$ cat src/rtl/noun_loader.sv
// Host-side noun image loader: parses a framed, XOR-checksummed byte stream and
// writes the payload words into RAM through the memory_unit command interface.
module noun_loader #(
    parameter int          ADDR_W     = 10,
    parameter int          DATA_W     = 32,
    parameter logic [1:0]  FUNC_WRITE = 2'b10
) (
    input  logic              clk,
    input  logic              rst,
    input  logic [7:0]        rx_data,
    input  logic              rx_valid,
    output logic              rx_ready,
    input  logic              mem_ready,
    output logic              mem_execute,
    output logic [1:0]        mem_func,
    output logic [ADDR_W-1:0] address,
    output logic [DATA_W-1:0] write_data,
    output logic              busy,
    output logic              done,
    output logic              error,
    output logic [ADDR_W-1:0] start_addr
);
    localparam int BPW = DATA_W / 8;
    localparam int CW  = $clog2(BPW) + 2;

    typedef enum logic [2:0] {
        S_IDLE,
        S_HDR,
        S_DATA,
        S_ISSUE,
        S_WAIT,
        S_CSUM
    } state_t;

    state_t            state, next_state;
    logic [31:0]       hdr;
    logic [15:0]       base, count, idx, idx_next, word_addr;
    logic [CW-1:0]     bcnt;
    logic [DATA_W-1:0] asm_word, asm_next;
    logic [7:0]        csum;
    logic              wait_first;
    logic              xfer, hdr_end, word_end;

    assign base      = hdr[15:0];
    assign count     = hdr[31:16];
    assign idx_next  = idx + 16'd1;
    assign word_addr = base + idx;
    assign xfer      = rx_valid & rx_ready;
    assign hdr_end   = (bcnt == CW'(3));
    assign word_end  = (bcnt == CW'(BPW - 1));

    always_comb begin
        asm_next = asm_word;
        asm_next[{bcnt, 3'b000} +: 8] = rx_data;
    end

    always_ff @(posedge clk) begin
        if (rst) state <= S_IDLE;
        else     state <= next_state;
    end

    always_comb begin
        next_state = state;
        case (state)
            S_IDLE:  if (xfer) next_state = S_HDR;
            // COUNT's high byte is the one arriving now, so decide on it directly
            S_HDR:   if (xfer && hdr_end)
                         next_state = ({rx_data, hdr[23:16]} == 16'd0) ? S_CSUM : S_DATA;
            S_DATA:  if (xfer && word_end) next_state = S_ISSUE;
            S_ISSUE: if (mem_ready) next_state = S_WAIT;
            S_WAIT:  if (!wait_first && mem_ready)
                         next_state = (idx_next == count) ? S_CSUM : S_DATA;
            S_CSUM:  if (xfer) next_state = S_IDLE;
            default: next_state = S_IDLE;
        endcase
    end

    always_comb begin
        mem_execute = (state == S_ISSUE) && mem_ready && !rst;
        mem_func    = mem_execute ? FUNC_WRITE : 2'b00;
        busy        = (state != S_IDLE);
    end

    always_ff @(posedge clk) begin
        if (rst) begin
            rx_ready   <= 1'b0;
            hdr        <= '0;
            idx        <= '0;
            bcnt       <= '0;
            asm_word   <= '0;
            csum       <= '0;
            wait_first <= 1'b0;
            address    <= '0;
            write_data <= '0;
            done       <= 1'b0;
            error      <= 1'b0;
            start_addr <= '0;
        end else begin
            // rx_ready follows the state being entered, so it is low for all of ISSUE/WAIT
            rx_ready   <= (next_state inside {S_IDLE, S_HDR, S_DATA, S_CSUM});
            done       <= 1'b0;
            wait_first <= (state == S_ISSUE) && mem_ready;
            if (xfer) csum <= (state == S_IDLE) ? rx_data : (csum ^ rx_data);
            case (state)
                S_IDLE: if (xfer) begin
                    hdr[7:0] <= rx_data;
                    bcnt     <= CW'(1);
                    idx      <= '0;
                    error    <= 1'b0;
                end
                S_HDR: if (xfer) begin
                    hdr[{bcnt[1:0], 3'b000} +: 8] <= rx_data;
                    bcnt <= hdr_end ? '0 : bcnt + CW'(1);
                end
                S_DATA: if (xfer) begin
                    asm_word <= asm_next;
                    if (word_end) begin
                        bcnt       <= '0;
                        write_data <= asm_next;
                        address    <= word_addr[ADDR_W-1:0];
                    end else begin
                        bcnt <= bcnt + CW'(1);
                    end
                end
                S_WAIT: if (!wait_first && mem_ready) idx <= idx_next;
                S_CSUM: if (xfer) begin
                    if ((csum ^ rx_data) == 8'd0) begin
                        done       <= 1'b1;
                        start_addr <= base[ADDR_W-1:0];
                    end else begin
                        error <= 1'b1;
                    end
                end
                default: ;
            endcase
        end
    end
endmodule

$ cat config.mk
export PLATFORM = sky130hd
export DESIGN_NAME = noun_loader
export DESIGN_NICKNAME = d
export VERILOG_FILES = /design/src/rtl/noun_loader.sv
export SDC_FILE = /design/constraint.sdc
export NUM_CORES = 1
export LEC_CHECK = 0
export ABC_AREA = 1
export BUFFER_PORTS_ARGS = -buffer_cell sky130_fd_sc_hd__buf_2
export CORE_UTILIZATION = 45
export DETAILED_ROUTE_END_ITERATION = 8
export PLACE_DENSITY = 0.66
export RECOVER_POWER = 25
export SLEW_MARGIN = 40
export SYNTH_ARGS = -nofsm -noshare
export SYNTH_HDL_FRONTEND = slang
export SYNTH_SLANG_ARGS = --single-unit
$ cat constraint.sdc
create_clock -name clk -period 2.9 [get_ports clk]
set_clock_uncertainty 0.1 [all_clocks]
set_input_delay 0.58 -clock clk [delete_from_list [all_inputs] [get_ports clk]]
set_output_delay 0.58 -clock clk [all_outputs]
set_load 0.01 [all_outputs]
==> results summary <==
The data arrival time of the worst path came out at 2.84 ns. The number of global-route vias before repair came out at 6,471. The routed wire length is 20,200 um.

The number of cells on the worst hold path is 3. Yosys printed 0 warnings. The pre-CTS setup slack is 0.285 ns. At the end of the flow the core is filled with cells to 52.6%. The clock period minus worst slack is 2.59 ns.

The type of the most critical hold path is in2reg. The clock passes through at most 2 buffers. The number of different library cells in the post-synthesis netlist came out at 53. The pin count of the biggest net entering global routing is 61. Hold is met by 0.343 ns. The total clock buffers created by CTS came out at 17. The die span in x came out at 132 um. Fill cells in the final layout number 1,668. The worst setup slack after layout came out at 0.307 ns. The worst hold path begins at mem_ready. The residual antenna-violating net count after detailed routing is 0.

In the final design database the tool counted 1,182 nets. The total track usage came out at 23.7%. The number of enable flip-flop cells after synthesis came out at 0.

The mean routed wirelength per cell is 14.6 um. The detailed-route vias per instance came out at 5.20. 71 I/O pins were placed. The post-detailed-placement cell area came out at 8170 um^2. The slack of the worst reg-to-reg path came out at 0.31 ns.

The full die area came out at 17,300 um^2. After synthesis, the mean cell area works out to 6.96 um^2. TritonCTS built the clock tree. The layout-stage area growth over the synthesis result is 14.8%.

The y dimension of the die is 132 um. The worst-skew pair later-pin latency came out at 0.43 ns. The DRC violations left is 0. The worst setup path is launched from a flop.

The actual slew at the worst max-slew pin came out at 0.653 ns. The relative slew slack came out at 56.5%. STA classifies the critical path endpoint as a flop. The total grt overflow is 0.

The origin of the critical flop-to-flop path is bcnt[0]. For hold timing, the worst endpoint is wait_first. The mapped cell area is 7570 um^2. The number of placement rows is 47. The number of pins exceeding their max-slew limit in the final report is 0. The setup-violating endpoint count in the final report came out at 0. Timing would allow up to 386 MHz. Setup repair after global routing left no endpoint under its margin. Among all flip-flop cells after synthesis, the most frequent one is dfxtp_1.

The worst register-to-register path ends at asm_word[29]. The first TritonRoute pass finished after 5 iterations. Dividing the final minimum period by the clock period gives 89.4%. The number of violations of the max-capacitance limit came out at 0.

When the netlist entered floorplanning its net count stood at 1,116. The first-pass GRT wire length is 32,800 um. The total area inside the core boundary comes to 16,500 um^2.

The final antenna diode count is 0. The share of flip-flops with an asynchronous set or reset is 0%. The critical-path maximum fanout came out at 14.

By startpoint and endpoint, the worst setup path is classified as reg2reg. The static power due to leakage came out at 3.89 nW. The initial antenna violation count is 0. The fraction of layout cells with a size suffix above 1 is 10.8%. The half-perimeter wire length of the detailed placement result came out at 14,500 um. The cell depth of the worst flop-to-flop path is 9.

The final route contains 7,206 vias. For this run, the register share of the synthesized area comes to 38.4%. Once the floorplan was initialized, standard cells occupied 45.8% of the core. In this run the tool buffered the top-level ports with 69 buffer cells. The worst endpoint required time came out at 3.15 ns.

The violation count after the first detailed-route iteration came out at 595. In the layout the commonest cells are 199 x nand2_1, 168 x nor2_1, 146 x inv_1, 145 x dfxtp_1, 81 x o21ai_0. The total of flip-flops plus latches after synthesis is 145. The final hold violation count is 0. The congestion estimate from routability-driven global placement came to 0.909. The clock slew seen by the registers of the worst setup and hold paths came out at 0.07 ns. The final setup TNS came out at 0 ns. The library cell used most frequently in the layout, excluding fill and tap cells, is nand2_1. The count of buffers added by post-CTS timing repair for setup came out at 0. The final instance area is 8690 um^2. The largest vdd supply drop is 425 uV. The count of mapped cells out of synthesis is 1,088. In this run the clock root is driven by a clkbuf_16. The number of sinks driven by the clock tree came out at 145. The H-tree depth reported by CTS is 4.

The flow ran to the end, and the final reports show no timing, DRC or antenna violations. The areal power density over the cells came out at 522 nW/um^2.
## cells in the mapped netlist (all sizes together) (2+ instances only)
library cell / count / area share [%]
o221ai: 2 / 0.23
buf: 21 / 1.8
a211oi: 34 / 3.4
a21oi: 59 / 3.9
xnor2: 7 / 0.91
or2: 2 / 0.17
o22ai: 5 / 0.50
ha: 15 / 2.5
o21bai: 15 / 1.5
nand2: 204 / 10
nor4: 8 / 0.86
o211ai: 3 / 0.30
o21ai: 100 / 7.1
nand4: 19 / 1.6
xor2: 7 / 1.1
clkbuf: 26 / 1.3
nor2: 179 / 9.5
dfxtp: 145 / 38
nor3: 9 / 0.88
o31ai: 2 / 0.20
nand3: 56 / 4.0
a31oi: 9 / 0.74
inv: 152 / 7.6
## how the worst max path moves through the flow
stage	cells after the start	startpoint	end
2_1_floorplan	11	bcnt[0]	write_data[28]
3_3_place_gp	9	bcnt[0]	asm_word[29]
3_5_place_dp	9	bcnt[0]	asm_word[29]
4_1_cts	9	bcnt[0]	asm_word[29]
5_1_grt	9	bcnt[0]	asm_word[26]
6_report	9	bcnt[0]	asm_word[29]
## area by class of cell
cell class	count	area, um^2	area share (%)
Clock buffer	18	429	4.94
Clock inverter	14	151	1.74
Inverter	153	581	6.68
Multi-Input combinational cell	743	3860	44.4
Sequential cell	145	2900	33.4
Tap cell	220	275	3.17
Timing Repair Buffer	94	489	5.63
## logic make-up (layout without fill, tap and decap cells)
group | after synthesis | after routing | synth area share [%]
xor+xnor | 15 | 15 | 2.28
mux | 1 | 1 | 0.149
simple gates | 479 | 479 | 27.6
flops | 145 | 145 | 38.4
fa+ha+maj | 16 | 16 | 2.74
other cells | 1 | 1 | 0.0495
compound gates | 231 | 231 | 18.1
buf+inv | 200 | 279 | 10.7
## metal layers
| layer | GRT usage (%) | wire [um] |
|---|---|---|
| met1 | 32.9 | 9790 |
| met2 | 36.9 | 9020 |
| met3 | 4.13 | 1090 |
| met4 | 8.27 | 297 |
| met5 | 0 | 0 |
## critical path, cell delays in order (launching register included)
cell,delay [ns]
dfxtp_1,0.57
inv_4,0.09
ha_1,0.48
clkinvlp_4,0.30
nand2_1,0.21
nor3_4,0.06
buf_4,0.19
o21ai_0,0.25
nor2_1,0.07
a211oi_1,0.16
## state kept, by name (all words and copies together), names as in the netlist, 3 cells and up
| register | cells |
|---|---|
| idx | 16 |
| start_addr | 10 |
| hdr | 26 |
| write_data | 32 |
| address | 10 |
| csum | 8 |
| state | 3 |
| asm_word | 32 |
| bcnt | 4 |
## power breakdown
group / switching, W / leakage [nW] / internal, W
sequential: 0.0000169 / 1.17 / 0.00201
combinational: 0.000231 / 2.43 / 0.0000873
clock: 0.000914 / 0.283 / 0.00128
## through the flow
stage | cells | power, W
4_1_cts | 1387 | 0.00456
2_1_floorplan | 1088 | 0.00229
3_3_place_gp | 1355 | 0.00239
3_5_place_dp | 1355 | 0.00238
5_1_grt | 1387 | 0.00468
6_report | 1387 | 0.00454
## repair_timing
item | CTS | global route
gates resized for setup | 0 | 1
endpoints found under the setup margin | 0 | 1
hold endpoints to repair | 0 | 0
hold buffers | 0 | 0
(Power assumes the default switching activity.)
